[src/rtl/fp_prep_pkg.sv]
// rtl/fp_prep_pkg.sv - shared types and sizing for the FP adder operand-preparation stage
//   EXP_W_DEF / MAN_W_DEF : default exponent / stored-fraction widths
//   align_w()             : width of the aligned significand field
//   fp_cls_e              : operand class
//   fp_dec_t              : decoded operand at default widths
package fp_prep_pkg;

  localparam int EXP_W_DEF = 8;
  localparam int MAN_W_DEF = 23;

  // One carry-headroom bit, hidden+fraction, then MAN_W+2 guard bits.
  function automatic int align_w(input int man_w);
    return 2 * man_w + 4;
  endfunction

  typedef enum logic [2:0] {
    CLS_ZERO   = 3'd0,
    CLS_DENORM = 3'd1,
    CLS_NORM   = 3'd2,
    CLS_INF    = 3'd3,
    CLS_NAN    = 3'd4
  } fp_cls_e;

  typedef struct packed {
    logic                 sign;
    logic [EXP_W_DEF-1:0] eff_exp;
    logic [MAN_W_DEF:0]   sig;
    fp_cls_e              cls;
  } fp_dec_t;

endpackage

[src/rtl/fp_decoder.sv]
// rtl/fp_decoder.sv - combinational decode of one {sign, exp, frac} operand
//   op      : packed operand
//   sign    : sign bit as stored
//   eff_exp : exponent, with zero/denormal mapped to 1
//   sig     : {hidden, frac}
//   cls     : fp_cls_e encoding
module fp_decoder
  import fp_prep_pkg::*;
#(
  parameter int EXP_W = EXP_W_DEF,
  parameter int MAN_W = MAN_W_DEF
) (
  input  logic [EXP_W+MAN_W:0] op,
  output logic                 sign,
  output logic [EXP_W-1:0]     eff_exp,
  output logic [MAN_W:0]       sig,
  output logic [2:0]           cls
);

  logic [EXP_W-1:0] exp_f;
  logic [MAN_W-1:0] frac;
  fp_cls_e          cls_e;

  assign sign  = op[EXP_W+MAN_W];
  assign exp_f = op[EXP_W+MAN_W-1:MAN_W];
  assign frac  = op[MAN_W-1:0];
  assign cls   = cls_e;

  always_comb begin
    cls_e   = CLS_NORM;
    eff_exp = exp_f;
    sig     = {1'b1, frac};
    if (exp_f == '1) begin
      cls_e = (frac != '0) ? CLS_NAN : CLS_INF;
    end else if (exp_f == '0) begin
      // Denormals share the scale of exponent 1, just without the hidden bit.
      cls_e   = (frac != '0) ? CLS_DENORM : CLS_ZERO;
      eff_exp = EXP_W'(1);
      sig     = {1'b0, frac};
    end
  end

endmodule

[src/rtl/fp_add_prep_pipe.sv]
// rtl/fp_add_prep_pipe.sv - two-stage operand classify/order/align pipeline for the FP adder
//   clk, rst_n (async, active-low), flush (sync, drops in-flight entries)
//   in_valid/in_ready, op_1, op_2, op_sub, in_tag : input handshake and operands
//   out_valid/out_ready : output handshake
//   nan_res, inf_res, res_sig, eff_sub, exp_max, mant_a, mant_b, sticky_b, out_tag : prepared result
module fp_add_prep_pipe
  import fp_prep_pkg::*;
#(
  parameter int EXP_W = EXP_W_DEF,
  parameter int MAN_W = MAN_W_DEF,
  parameter int TAG_W = 4
) (
  input  logic                   clk,
  input  logic                   rst_n,
  input  logic                   flush,
  input  logic                   in_valid,
  output logic                   in_ready,
  input  logic [EXP_W+MAN_W:0]   op_1,
  input  logic [EXP_W+MAN_W:0]   op_2,
  input  logic                   op_sub,
  input  logic [TAG_W-1:0]       in_tag,
  output logic                   out_valid,
  input  logic                   out_ready,
  output logic                   nan_res,
  output logic                   inf_res,
  output logic                   res_sig,
  output logic                   eff_sub,
  output logic [EXP_W-1:0]       exp_max,
  output logic [2*MAN_W+3:0]     mant_a,
  output logic [2*MAN_W+3:0]     mant_b,
  output logic                   sticky_b,
  output logic [TAG_W-1:0]       out_tag
);

  localparam int ALIGN_W = align_w(MAN_W);

  typedef struct packed {
    logic             sign;
    logic [EXP_W-1:0] eff_exp;
    logic [MAN_W:0]   sig;
    logic [2:0]       cls;
  } dec_t;

  // ---------------- handshake ----------------
  logic s1_v;
  logic s1_en, s2_en;

  assign s2_en    = !out_valid || out_ready;
  assign s1_en    = !s1_v || s2_en;
  assign in_ready = s1_en;

  // ---------------- stage 1: decode, compare, swap ----------------
  dec_t d1, d2, da, db;
  logic sign_2_eff;
  logic swap, tie;

  fp_decoder #(.EXP_W(EXP_W), .MAN_W(MAN_W)) u_dec_1 (
    .op(op_1), .sign(d1.sign), .eff_exp(d1.eff_exp), .sig(d1.sig), .cls(d1.cls)
  );

  fp_decoder #(.EXP_W(EXP_W), .MAN_W(MAN_W)) u_dec_2 (
    .op(op_2), .sign(d2.sign), .eff_exp(d2.eff_exp), .sig(d2.sig), .cls(d2.cls)
  );

  assign sign_2_eff = d2.sign ^ op_sub;
  // op_1 wins ties, so only a strictly larger op_2 swaps.
  assign swap = {d2.eff_exp, d2.sig} > {d1.eff_exp, d1.sig};
  assign tie  = {d2.eff_exp, d2.sig} == {d1.eff_exp, d1.sig};
  assign da   = swap ? d2 : d1;
  assign db   = swap ? d1 : d2;

  logic             s1_sign_1, s1_sign_2, s1_sign_a, s1_neg_both, s1_tie;
  logic [2:0]       s1_cls_1, s1_cls_2;
  logic [EXP_W-1:0] s1_exp_a, s1_d;
  logic [MAN_W:0]   s1_sig_a, s1_sig_b;
  logic [TAG_W-1:0] s1_tag;

  always_ff @(posedge clk or negedge rst_n) begin
    if (!rst_n) begin
      s1_sign_1   <= 1'b0;
      s1_sign_2   <= 1'b0;
      s1_sign_a   <= 1'b0;
      s1_neg_both <= 1'b0;
      s1_tie      <= 1'b0;
      s1_cls_1    <= '0;
      s1_cls_2    <= '0;
      s1_exp_a    <= '0;
      s1_d        <= '0;
      s1_sig_a    <= '0;
      s1_sig_b    <= '0;
      s1_tag      <= '0;
    end else if (s1_en) begin
      s1_sign_1   <= d1.sign;
      s1_sign_2   <= sign_2_eff;
      s1_sign_a   <= swap ? sign_2_eff : d1.sign;
      // Stored (pre-inversion) signs: -x - (-x) keeps a negative zero.
      s1_neg_both <= d1.sign & d2.sign;
      s1_tie      <= tie;
      s1_cls_1    <= d1.cls;
      s1_cls_2    <= d2.cls;
      s1_exp_a    <= da.eff_exp;
      s1_d        <= da.eff_exp - db.eff_exp;
      s1_sig_a    <= da.sig;
      s1_sig_b    <= db.sig;
      s1_tag      <= in_tag;
    end
  end

  // ---------------- stage 2: specials, sign, align, sticky ----------------
  logic                   nan_1, nan_2, inf_1, inf_2;
  logic                   eff_sub_c, nan_c, inf_c, res_sig_c;
  logic [ALIGN_W-1:0]     layout_a, layout_b, mant_b_c;
  logic [2*ALIGN_W-1:0]   wide;
  logic                   sticky_c;

  assign nan_1     = s1_cls_1 == CLS_NAN;
  assign nan_2     = s1_cls_2 == CLS_NAN;
  assign inf_1     = s1_cls_1 == CLS_INF;
  assign inf_2     = s1_cls_2 == CLS_INF;
  assign eff_sub_c = s1_sign_1 ^ s1_sign_2;
  assign nan_c     = nan_1 || nan_2 || (inf_1 && inf_2 && eff_sub_c);
  assign inf_c     = (inf_1 || inf_2) && !nan_c;

  always_comb begin
    res_sig_c = s1_sign_a;
    if (nan_c)                    res_sig_c = 1'b0;
    else if (inf_c)               res_sig_c = inf_1 ? s1_sign_1 : s1_sign_2;
    else if (s1_tie && eff_sub_c) res_sig_c = s1_neg_both;
  end

  assign layout_a = {1'b0, s1_sig_a, {(MAN_W+2){1'b0}}};
  assign layout_b = {1'b0, s1_sig_b, {(MAN_W+2){1'b0}}};
  // Shifting a double-width field keeps the bits that fall off in the low half.
  assign wide     = {layout_b, {ALIGN_W{1'b0}}} >> s1_d;

  always_comb begin
    mant_b_c = wide[2*ALIGN_W-1:ALIGN_W];
    sticky_c = |wide[ALIGN_W-1:0];
    if (32'(s1_d) >= 32'(ALIGN_W)) begin
      mant_b_c = '0;
      sticky_c = |s1_sig_b;
    end
  end

  always_ff @(posedge clk or negedge rst_n) begin
    if (!rst_n) begin
      nan_res  <= 1'b0;
      inf_res  <= 1'b0;
      res_sig  <= 1'b0;
      eff_sub  <= 1'b0;
      exp_max  <= '0;
      mant_a   <= '0;
      mant_b   <= '0;
      sticky_b <= 1'b0;
      out_tag  <= '0;
    end else if (s2_en) begin
      nan_res  <= nan_c;
      inf_res  <= inf_c;
      res_sig  <= res_sig_c;
      eff_sub  <= eff_sub_c;
      exp_max  <= s1_exp_a;
      mant_a   <= layout_a;
      mant_b   <= mant_b_c;
      sticky_b <= sticky_c;
      out_tag  <= s1_tag;
    end
  end

  // ---------------- valid bits ----------------
  always_ff @(posedge clk or negedge rst_n) begin
    if (!rst_n) begin
      s1_v      <= 1'b0;
      out_valid <= 1'b0;
    end else if (flush) begin
      s1_v      <= 1'b0;
      out_valid <= 1'b0;
    end else begin
      if (s1_en) s1_v      <= in_valid;
      if (s2_en) out_valid <= s1_v;
    end
  end

endmodule

[config.mk]
export PLATFORM = sky130hd
export DESIGN_NAME = fp_add_prep_pipe
export DESIGN_NICKNAME = d
export VERILOG_FILES = /design/src/rtl/fp_prep_pkg.sv /design/src/rtl/fp_decoder.sv /design/src/rtl/fp_add_prep_pipe.sv
export SDC_FILE = /design/constraint.sdc
export NUM_CORES = 1
export LEC_CHECK = 0
export CAP_MARGIN = 20
export CORE_UTILIZATION = 40
export DETAILED_ROUTE_END_ITERATION = 6
export PLACE_DENSITY = 0.6
export SYNTH_ARGS = -nofsm -noshare
export SYNTH_HDL_FRONTEND = slang
export SYNTH_SLANG_ARGS = --single-unit
[constraint.sdc]
create_clock -name clk -period 4.5 [get_ports clk]
set_input_delay 0.675 -clock clk [delete_from_list [all_inputs] [get_ports clk]]
set_output_delay 0.675 -clock clk [all_outputs]
set_load 0.01 [all_outputs]
==> insert_results.sql <==
INSERT INTO impl_metrics (metric_group, metric, value, unit) VALUES
('global_routing', 'first_global_vias', '9154', ''),
('finish', 'num-nets-final', '1484', ''),
('timing', 'finalHoldViolations', '0', ''),
('synthesis', 'synthesis.yosys.warnings', '0', ''),
('global_routing', 'grt_max_degree', '108', ''),
('die', 'fp.coreArea', '26280', 'µm²'),
('power', 'peakVddDrop', '280.2', 'µV'),
('global_routing', 'gr-usage-met1', '0.3371', ''),
('drt', 'dr.pass1.iters', '7', ''),
('setup_path', 'timing.critical_path.required', '4790', 'ps'),
('place', 'port-buffer-count', '165', ''),
('clock_tree', 'worst_skew_pair.late_latency', '440', 'ps'),
('drt', 'detail_route.vias_per_cell', '5.472', ''),
('synthesis', 'yosysSeqAreaShare', '0.3971', ''),
('timing', 'fin_worst_hold_slack', '341.0', 'ps'),
('timing', 'final.setup.tns', '0', 'ps'),
('place', 'gpl.final_weighted_congestion', '0.9478', ''),
('finish', 'multi_input_area', '5883', 'µm²'),
('timing', 'finalWorstPathRequiredPeriod', '4131', 'ps'),
('global_routing', 'antenna_violations_before_repair', '1', ''),
('status', 'violations', 'DRC', ''),
('synthesis', 'synth-edff-count', '0', ''),
('drt', 'drt-total-wl', '31860', 'µm'),
('drt', 'post_drt_wl_per_cell', '18.46', 'µm'),
('synthesis', 'synth_flop_cell', 'dfrtp_1', ''),
('die', 'floorplan.die.width', '166.1', 'µm'),
('setup_path', 'critPathCaptureType', 'flop', ''),
('die', 'dieArea', '27600', 'µm²'),
('global_routing', 'wire_length_of_the_first_global_routing_pass', '51700', 'µm'),
('drt', 'drc_errors', '30', ''),
('drt', 'drt.antenna.violating_nets', '0', ''),
('clock_tree', 'clock_sinks', '171', ''),
('setup_path', 'cp_max_fo', '9', ''),
('finish', 'finalNonFillerCells', '1726', ''),
('finish', 'areaGrowthSynthToFinish', '23.85', '%'),
('clock_tree', 'cts_repair_resize_count', '0', ''),
('finish', 'drive_gt1_frac', '0.09353', ''),
('die', 'floorplan.initialDensity', '0.4101', ''),
('drt', 'drt_first_iter_violations', '733', ''),
('synthesis', 'synthDistinctLibCells', '78', ''),
('global_routing', 'globalRouteOverflowTotal', '0', ''),
('setup_path', 'critPathKind', 'input pin to flop', ''),
('global_routing', 'groute.usage.overall', '0.2356', ''),
('synthesis', 'share_of_synthesized_registers_carrying_an_async_set_or_reset', '1.000', ''),
('timing', 'final-max-slew-violation-count', '0', ''),
('synthesis', 'synthesis.area_per_instance', '8.684', 'µm²'),
('clock_tree', 'post-cts-setup-buffer-count', '0', ''),
('synthesis', 'syn-instance-count', '1241', ''),
('run', 'max_cap_viol_count', '0', ''),
('die', 'io_pins', '193', ''),
('synthesis', 'synth_top_area_share', '0.3971', ''),
('synthesis', 'postSynthRegisterBits', '171', ''),
('synthesis', 'post_synth_fa_ha_maj_area_fraction', '0.03715', ''),
('drt', 'vias', '9444', ''),
('place', 'placedCellCount', '1694', ''),
('synthesis', 'synth_compound_area_frac', '0.1607', ''),
('synthesis', 'largest_family_of_logic_cells_by_synthesized_area', 'simple AND/OR/NAND/NOR gates', ''),
('clock_tree', 'clk_pin_slew_worst_paths', '70', 'ps'),
('clock_tree', 'clock_tree_buffer_depth', '2', ''),
('timing', 'finClkSkew', '12.59', 'ps'),
('die', 'die_height', '166.1', 'µm'),
('power', 'leakage', '5.861', 'nW'),
('status', 'status', 'complete, but fails checks', ''),
('synthesis', 'xor_and_xnor_fraction_of_the_mapped_netlist_area', '0.007315', ''),
('synthesis', 'post_synth_mux_area_share', '0.1338', ''),
('global_routing', 'use_met2', '0.3697', ''),
('die', 'rows', '59', ''),
('setup_path', 'arrival', '4420', 'ps'),
('finish', 'layout.cells.most_common', 'nand2_1', ''),
('timing', 'period_utilization', '0.9181', ''),
('hold_path', 'hold_path.class', 'input pin to async pin', '');
-- flip-flops by register name, summed over array words and instances, names as in the netlist, 4 cells and up --
signal	count
s1_sig_b	24
s1_sig_a	24
s1_exp_a	8
s1_d	8
exp_max	8
mant_a	24
out_tag	4
mant_b	49
s1_tag	4
-- layer usage --
metal / up-vias / share of wire
met4: 0 / 0.016
li1: 4598 / -
met5: - / 0
met1: 4516 / 0.48
met3: 40 / 0.050
met2: 290 / 0.46
-- metrics by stage --
step	area, µm²	worst slack, ps	utilization	power, mW
finish	13350	368.7	0.5079	5.584
global route	13340	144.6	0.5078	5.879
CTS	13340	467.6	0.5078	5.607
detailed placement	12710	22.38	0.4837	3.962
global placement	12710	84.14	0.4837	3.952
floorplan	10870	565.9	-	3.183
-- cell families after synthesis --
logic type      after synthesis
buf+inv                     154
other cells                   1
flops                       171
xor+xnor                      9
simple gates                487
compound gates              278
mux                         109
fa+ha+maj                    32
-- worst max-delay path: stages --
cell	delay [ps]
clkdlybuf4s50_1	420
or4_1	560
nor2_1	140
buf_4	160
ha_1	250
a21oi_1	130
o21ai_0	110
a221oi_1	360
o21ai_1	150
o21ai_4	370
buf_4	260
mux2i_1	130
a22o_1	260
a311oi_2	210
xor2_1	170
o21ai_1	70
-- cells in the mapped netlist, types with 2 or more instances --
cell type and n:
inv_1 40, a22o_1 17, and2_1 5, o21a_1 4, o211ai_1 3, o21ai_0 46
nand3b_1 7, a211oi_1 4, a21o_1 5, o22ai_1 5, mux2_2 16, nand4_1 16
dfrtp_1 171, mux4_2 26, mux2i_1 65, a22oi_1 9, buf_2 14, a221o_1 7
nor4_1 22, buf_4 30, nor2_1 100, nand3_1 16, inv_2 2, or3_1 2
a21oi_1 76, nor4b_1 2, o221ai_1 3, buf_1 13, a31oi_1 2, o31ai_1 6
ha_1 32, a221oi_1 3, xor2_1 4, or4_1 2, nor3_1 11, buf_6 3
o2111ai_1 2, and3_1 4, o21ai_1 64, nand2_1 279, xnor2_1 5, nor2b_1 4
clkbuf_1 52, nand2b_1 8
-- power breakdown --
group          leakage [nW]  total, mW  internal [mW]  switching, mW
clock network         0.305       1.63          0.942          0.688
logic                  3.44       1.98          0.869           1.11
registers              2.11       1.97           1.72          0.251
total                  5.86       5.58           3.53           2.05
-- layout make-up --
type | instances | share of cell area
multi-input combinational | 942 | 0.4408
sequential | 171 | 0.3208
timing repair buffer | 204 | 0.1477
clock buffer | 17 | 0.03187
tap | 335 | 0.03141
clock inverter | 14 | 0.01547
inverter | 42 | 0.01181
antenna | 1 | 0.0001875
-- final timing paths --
kind | start | end | slack (ps) | depth (start not counted)
max | op_1[23] | s1_d[7] | 370 | 16
min | rst_n | mant_a[39] | 340 | 1
max reg2reg | s1_d[1] | sticky_b | 950 | 9
min reg2reg | mant_a[37] | mant_a[37] | 470 | 2
max in group asynchronous | rst_n | eff_sub | 3260 | 2
min in group clk | mant_a[37] | mant_a[37] | 470 | 2
No activity file was read; power rests on OpenSTA's default activity.
